===== src/rtl/cla_adder_pipe.sv =====
// Pipelined carry-lookahead adder/subtractor with GF(2^m) XOR mode.
// One BLOCK_WIDTH lookahead group per stage; global stall on output backpressure.
module cla_adder_pipe #(
    parameter int DATA_WIDTH  = 32,
    parameter int BLOCK_WIDTH = 8
) (
    input  logic                  clk,
    input  logic                  rst_n,
    input  logic                  in_valid,
    output logic                  in_ready,
    input  logic [1:0]            op,
    input  logic                  cin,
    input  logic [DATA_WIDTH-1:0] a,
    input  logic [DATA_WIDTH-1:0] b,
    output logic                  out_valid,
    input  logic                  out_ready,
    output logic [DATA_WIDTH:0]   sum,
    output logic                  ovf
);

    localparam int NUM_BLK = DATA_WIDTH / BLOCK_WIDTH;
    localparam int BW      = BLOCK_WIDTH;

    localparam logic [1:0] OP_ADD = 2'b00;
    localparam logic [1:0] OP_SUB = 2'b01;
    localparam logic [1:0] OP_ADC = 2'b10;
    localparam logic [1:0] OP_GF  = 2'b11;

    logic en;
    logic ovf_q;

    assign in_ready = !out_valid || out_ready;
    assign en       = in_ready;

    genvar k;
    generate
        for (k = 0; k < NUM_BLK; k++) begin : g_stg
            localparam int LO = k * BW;
            localparam int HI = (k + 1) * BW;

            logic [BW-1:0] a_grp, b_raw, b_grp, g, p, s;
            logic [1:0]    op_in;
            logic          c_in, v_in;
            logic [BW:0]   c;
            logic [HI-1:0] res_next, res_q;
            logic          v_q, c_q;

            if (k == 0) begin : g_in
                assign a_grp    = a[BW-1:0];
                assign b_raw    = b[BW-1:0];
                assign op_in    = op;
                assign v_in     = in_valid;
                assign c_in     = (op == OP_ADC) ? cin : (op == OP_SUB);
                assign res_next = s;
            end else begin : g_in
                assign a_grp    = g_stg[k-1].g_skew.ah_q[BW-1:0];
                assign b_raw    = g_stg[k-1].g_skew.bh_q[BW-1:0];
                assign op_in    = g_stg[k-1].g_skew.op_q;
                assign v_in     = g_stg[k-1].v_q;
                assign c_in     = g_stg[k-1].c_q;
                assign res_next = {s, g_stg[k-1].res_q};
            end

            assign b_grp = (op_in == OP_SUB) ? ~b_raw : b_raw;

            // GF mode kills every carry, so the group sum collapses to a ^ b
            always_comb begin
                g    = a_grp & b_grp;
                p    = a_grp | b_grp;
                c    = '0;
                c[0] = c_in;
                for (int i = 0; i < BW; i++) begin
                    c[i+1] = (op_in != OP_GF) & (g[i] | (p[i] & c[i]));
                end
                s = a_grp ^ b_grp ^ c[BW-1:0];
            end

            always_ff @(posedge clk or negedge rst_n) begin
                if (!rst_n) begin
                    v_q   <= 1'b0;
                    c_q   <= 1'b0;
                    res_q <= '0;
                end else if (en) begin
                    v_q   <= v_in;
                    c_q   <= c[BW];
                    res_q <= res_next;
                end
            end

            if (k < NUM_BLK - 1) begin : g_skew
                logic [DATA_WIDTH-HI-1:0] ah_q, bh_q, ah_next, bh_next;
                logic [1:0]               op_q;

                if (k == 0) begin : g_src
                    assign ah_next = a[DATA_WIDTH-1:HI];
                    assign bh_next = b[DATA_WIDTH-1:HI];
                end else begin : g_src
                    assign ah_next = g_stg[k-1].g_skew.ah_q[DATA_WIDTH-LO-1:BW];
                    assign bh_next = g_stg[k-1].g_skew.bh_q[DATA_WIDTH-LO-1:BW];
                end

                always_ff @(posedge clk or negedge rst_n) begin
                    if (!rst_n) begin
                        ah_q <= '0;
                        bh_q <= '0;
                        op_q <= OP_ADD;
                    end else if (en) begin
                        ah_q <= ah_next;
                        bh_q <= bh_next;
                        op_q <= op_in;
                    end
                end
            end
        end
    endgenerate

    // Overflow is the MSB carry-in XOR carry-out of the final group
    always_ff @(posedge clk or negedge rst_n) begin
        if (!rst_n) begin
            ovf_q <= 1'b0;
        end else if (en) begin
            ovf_q <= g_stg[NUM_BLK-1].c[BW] ^ g_stg[NUM_BLK-1].c[BW-1];
        end
    end

    assign out_valid = g_stg[NUM_BLK-1].v_q;
    assign sum       = {g_stg[NUM_BLK-1].c_q, g_stg[NUM_BLK-1].res_q};
    assign ovf       = ovf_q;

endmodule

===== config.mk =====
export PLATFORM = sky130hd
export DESIGN_NAME = cla_adder_pipe
export DESIGN_NICKNAME = d
export VERILOG_FILES = /design/src/rtl/cla_adder_pipe.sv
export SDC_FILE = /design/constraint.sdc
export NUM_CORES = 1
export LEC_CHECK = 0
export CORE_MARGIN = 10
export CORE_UTILIZATION = 55
export CTS_CLUSTER_DIAMETER = 40
export DETAILED_ROUTE_END_ITERATION = 16
export PLACE_DENSITY = 0.9
export RECOVER_POWER = 50
export SYNTH_ARGS = -nofsm -noshare
export SYNTH_HDL_FRONTEND = slang
export SYNTH_SLANG_ARGS = --single-unit

===== constraint.sdc =====
create_clock -name clk -period 10.1 [get_ports clk]
set_input_delay 2.02 -clock clk [delete_from_list [all_inputs] [get_ports clk]]
set_output_delay 2.02 -clock clk [all_outputs]
set_load 0.005 [all_outputs]

### After elaboration in Yosys (flattened, before gate mapping)

Index checks and enable logic that the tools add are counted.

| word-level totals | value |
|---|---|
| output and inout bits | 36 |
| logic and storage cells | 155 |
| input bits | 71 |
| flip-flop bits (word level) | 191 |

| operators by class | value |
|---|---|
| multiplexer cells | 5 |
| reduce and logical (&&, ||, !) cells | 2 |
| bitwise operators | 117 |
| equality and inequality tests | 9 |

Operator list:

| kind | count |
|---|---|
| $and 1x1->1 | 64 |
| $xor 8x8->8 | 8 |
| $and 8x8->8 | 4 |
| $mux 8 | 4 |
| $not 8->8 | 4 |
| $or 1x1->1 | 32 |
| $or 8x8->8 | 4 |
| $eq 2x1->1 const B | 4 |
| $ne 2x2->1 const B | 4 |
| $eq 2x2->1 const B | 1 |
| $logic_not 1->1 | 1 |
| $logic_or 1x1->1 | 1 |
| $mux 1 | 1 |
| $xor 1x1->1 | 1 |

### Depth between registers and ports, before layout

| depth | value |
|---|---|
| depth after elaboration | 28 |
| gate-level depth with buffers | 20 |
| depth with buffers taken out | 19 |

### Worst setup path after synthesis

No wires, ideal clock.

| timing | value |
|---|---|
| path kind | input port to flip-flop |
| start point | input op[0] |
| end point | register g_stg[0].c_q |
| stages | 20 |
| arrival | 6.045 ns |
| required time | 10.036 ns |
| slack | 3.991 ns |
| setup time | 0.064 ns |
| buffers on the path | 1 |
| cell sequence | nor2b_1 -> buf_2 -> xor2_1 -> fa_1 -> and2_1 -> fa_1 -> nand2_1 -> fa_1 -> nand2b_1 -> fa_1 -> nand2b_1 -> fa_1 -> nand2b_1 -> fa_1 -> a21oi_1 -> fa_1 -> nand2_1 -> fa_1 -> a21oi_1 -> mux2_4 |

| between the ends | value |
|---|---|
| longest elaborated chain between the ends | 27 |
| elaborated cells on any way between the ends | 31 |
| classes of those cells | 3 x eq/ne; 2 x mux; 26 x bitwise |

RTL lines:

| item | line | RTL |
|---|---|---|
| from (decl) | 11 | `input logic [1:0] op,` |
| $eq 2x1->1 | 53, 64 |  |
| $mux 8 | 64 | `assign b_grp = (op_in == OP_SUB) ? ~b_raw : b_raw;` |
| $or 8x8->8 | 69 | `p = a_grp \| b_grp;` |
| $and 1x1->1 | 73 | `c[i+1] = (op_in != OP_GF) & (g[i] \| (p[i] & c[i]));` |
| $or 1x1->1 | 73 |  |
| $and 1x1->1 (2 in series) | 73 |  |
| $or 1x1->1 | 73 |  |
| $and 1x1->1 (2 in series) | 73 |  |
| [6 not listed] | -- |  |
| $or 1x1->1 | 73 |  |
| $and 1x1->1 (2 in series) | 73 |  |
| $or 1x1->1 | 73 |  |
| $and 1x1->1 (2 in series) | 73 |  |
| $or 1x1->1 | 73 |  |
| $and 1x1->1 (2 in series) | 73 |  |
| $or 1x1->1 | 73 |  |
| $and 1x1->1 * | 73 |  |
| to (signal assigned) | 85 | `c_q <= c[BW];` |
| to (decl) | 46 | `logic v_q, c_q;` |

Every way passes the cells marked *; elsewhere a longest branch is shown, timed or not.
A chain may end at the register's enable or synchronous reset.

### Final worst setup path

| timing | value |
|---|---|
| start point | input op[0] |
| end point | register g_stg[0].res_q[7] |

| between the ends | value |
|---|---|
| longest elaborated chain between the ends | 25 |
| elaborated cells on any way between the ends | 30 |
| classes of those cells | 3 x eq/ne; 2 x mux; 25 x bitwise |

RTL lines:

| item | line | RTL |
|---|---|---|
| $eq 2x1->1 | 53, 64 |  |
| $mux 8 | 64 |  |
| $or 8x8->8 | 69 |  |
| $and 1x1->1 | 73 |  |
| $or 1x1->1 | 73 |  |
| $and 1x1->1 (2 in series) | 73 |  |
| $or 1x1->1 | 73 |  |
| $and 1x1->1 (2 in series) | 73 |  |
| [4 not listed] | -- |  |
| $and 1x1->1 (2 in series) | 73 |  |
| $or 1x1->1 | 73 |  |
| $and 1x1->1 (2 in series) | 73 |  |
| $or 1x1->1 | 73 |  |
| $and 1x1->1 (2 in series) | 73 |  |
| $or 1x1->1 | 73 |  |
| $and 1x1->1 | 73 |  |
| $xor 8x8->8 * | 75 | `s = a_grp ^ b_grp ^ c[BW-1:0];` |
| to (signal assigned) | 86 | `res_q <= res_next;` |
| to (decl) | 45 | `logic [HI-1:0] res_next, res_q;` |

Marked as above.

==> results.cfg <==
[outcome]
status = finished with violations
violations = max-capacitance violations, max-slew violations

[setup_path]
reg2reg_to = ovf
rr_worst_depth = 19
r2r-start = g_stg[2].g_skew.op_q[0]
cp-startpoint = op[0]
cp.arrival_ns = 7.32
startpoint_type = input port
r2r_setup_slack_ns = 4.61
critical_path_class = input port to flip-flop
cp.required_ns = 10.37
end_kind = flip-flop
worstPathMaxFanout = 9

[synth]
netlist_instances = 561
synth_top_area_cell = dfrtp_1
ys_seq_area_share_pct = 52.4
synth_area_um2 = 9120
synth.area.top_cells = dfrtp_1, mux2_4, fa_1
avgSynthCellArea_um2 = 16.3
synth_seq_cells = 191
synth_top_area_share_pct = 52.4
yosysWarnings = 0
syn-num-nets = 664
ys_types = 22

[worst_hold_path]
worstHoldPathCells = 1
hp-class = flip-flop to flip-flop
hp-start = g_stg[2].v_q
hold_end = out_valid

[drt]
drtIter0Drc = 288
wirelength_um = 17000
dr.pass1.iters = 4
vias = 4557
detail-route-antenna-nets = 0
route.detailed.drc = 0
wl_per_cell_um = 19.1
viasPerCell = 5.11

[die]
core_um2 = 16400
dieHeight_um = 149
die_area_um2 = 22100
start_util_pct = 55.6
io_pins = 107
fp.dieW_um = 149
rows = 47

[grt]
grt_pass1_wl_um = 28200
grt_use_met2_pct = 26.9
antenna_found_initial = 0
gr-usage-met1_pct = 20.1
top_usage_layer = met2
grt.overflow.total = 0
grt_max_degree = 161
met3_usage_pct = 3.46
grt_usage_pct = 16.0
grt_pass1_vias = 5182

[clock_tree]
cts_sinks = 191
post_cts_resized = 0
insertion_delay_ns = 0.43
cts_tree = done
ctsHoldBuffers = 0
numCtsBuffers = 17
cts_root_buffer = clkbuf_16
cts.clk_slew.worst_paths_ns = 0.07
cts_setup_buffers = 0
clockBufferDepth = 2
htreeDepth = 4

[timing]
finalSetupTns_ns = 0
slew_viol_final = 107
setup_viol = 0
clock_skew_ns = 0.0110
fin_crit_ns = 7.06
relSlewSlack_pct = -262
fmax_ghz = 0.142
worstMarginPinSlew_ns = 5.42
rsz0062_at_grt = no
hold_violations = 0
fin_crit_sh_pct = 69.9

[power]
power_leakage_nw = 4.96
power.density_nw_per_um2 = 325
irDropWorstVdd_uv = 219

[cells_and_area]
nets = 762
area_growth_pct = 18.5
drive_gt1_share_pct = 31.3
instances_no_fill = 892
n_antenna_cell = 0

[placement]
routabilityCongestion = 0.808
place_inst = 860
hpwlAfterDp_um = 11700
io_buffers = 106

[run]
max-cap-violations = 1
==> worst max-delay path: stages <==
cell,delay [ns]
clkdlybuf4s50_1,0.60
nor2b_1,0.76
o21bai_1,0.24
fa_1,0.19
and2_1,0.15
fa_1,0.18
nand2_1,0.07
fa_1,0.40
nand2b_1,0.18
fa_1,0.38
nand2b_1,0.17
fa_1,0.39
nand2b_1,0.17
fa_1,0.40
a21oi_1,0.19
fa_1,0.19
nand2_1,0.06
fa_1,0.52
a21oi_2,0.05
==> worst max-delay path by stage <==
stage	end	slack, ns	cells past startpoint
floorplan	g_stg[0].c_q	3.99	20
global placement	g_stg[0].res_q[7]	2.87	19
detailed placement	g_stg[0].res_q[7]	2.60	19
CTS	g_stg[0].res_q[7]	3.05	19
global route	g_stg[2].res_q[6]	2.23	2
finish	g_stg[0].res_q[7]	3.04	19
==> per-layer routing <==
metal	part of all wire, %	up-vias
met2	52	83
met3	3.3	19
li1	-	2095
met4	1.6	0
met1	43	2360
met5	0	-
==> layout by cell type, fill, tap and decap left out, drive strengths merged <==
master         count
a21oi             28
a31o               1
and2               4
and3b              1
buf                3
bufinv             1
clkbuf            21
clkdlybuf4s50     71
clkinv             3
clkinvlp           2
dfrtp            191
dlygate4sd3       34
fa                32
inv               26
mux2             169
nand2             13
nand2b            14
nor2b              4
nor3b             20
o21bai             1
xnor2             21
xor2              12
==> area by class of cell <==
type                    instances  area, µm²
clock buffers                  20        467
multi-input cells             320       4000
repair buffers                109       1090
flip-flops and latches        191       4780
well taps                     220        275
clock inverters                12        125
fillers                      1114       5600
inverters                      20       75.1
==> per-stage QoR <==
stage               cell area (µm²)  hold WS [ns]  utilization [%]  total power, W  setup slack (ns)
floorplan                      9120         0.427                -         0.00245              3.99
global placement              10200         0.452             62.3         0.00279              2.87
detailed placement            10200         0.447             62.3         0.00288              2.60
CTS                           10800         0.463             65.9         0.00358              3.05
global route                  10800         0.477             65.9         0.00374              2.23
finish                        10800         0.459             65.9         0.00351              3.04
==> cell families (layout without fill, tap and decap cells) <==
family | Yosys count | count (layout) | synth area share, %
fa+ha+maj | 32 | 32 | 7.02
buf+inv | 50 | 161 | 3.81
simple gates | 56 | 56 | 3.87
compound gates | 30 | 30 | 2.50
mux | 169 | 169 | 27.2
flops | 191 | 191 | 52.4
xor+xnor | 33 | 33 | 3.17
==> Yosys cell counts <==
library cell,count
nand2b_1,13
buf_6,20
o21bai_1,1
inv_1,20
mux2_1,14
nor2b_1,4
clkbuf_1,4
buf_4,1
fa_1,32
and3b_1,1
a21oi_2,19
xor2_1,12
and2_1,4
nand2_1,13
a31o_1,1
mux2_4,155
dfrtp_1,191
buf_2,5
xnor2_1,21
a21oi_1,9
nand2b_4,1
nor3b_1,20
==> registers in the layout (all words and copies together), names as in the netlist <==
signal	count
g_stg.g_skew.op_q	6
out_valid	1
ovf	1
g_stg.v_q	3
g_stg.g_skew.bh_q	48
g_stg.c_q	4
g_stg.res_q	80
g_stg.g_skew.ah_q	48
==> power by group <==
| part | internal, W | switching [W] |
|---|---|---|
| logic | 0.000924 | 0.000584 |
| registers | 0.00111 | 0.000233 |
| clock network | 0.000367 | 0.000295 |
| total | 0.00240 | 0.00111 |
Power figures use the tool's default switching activity.
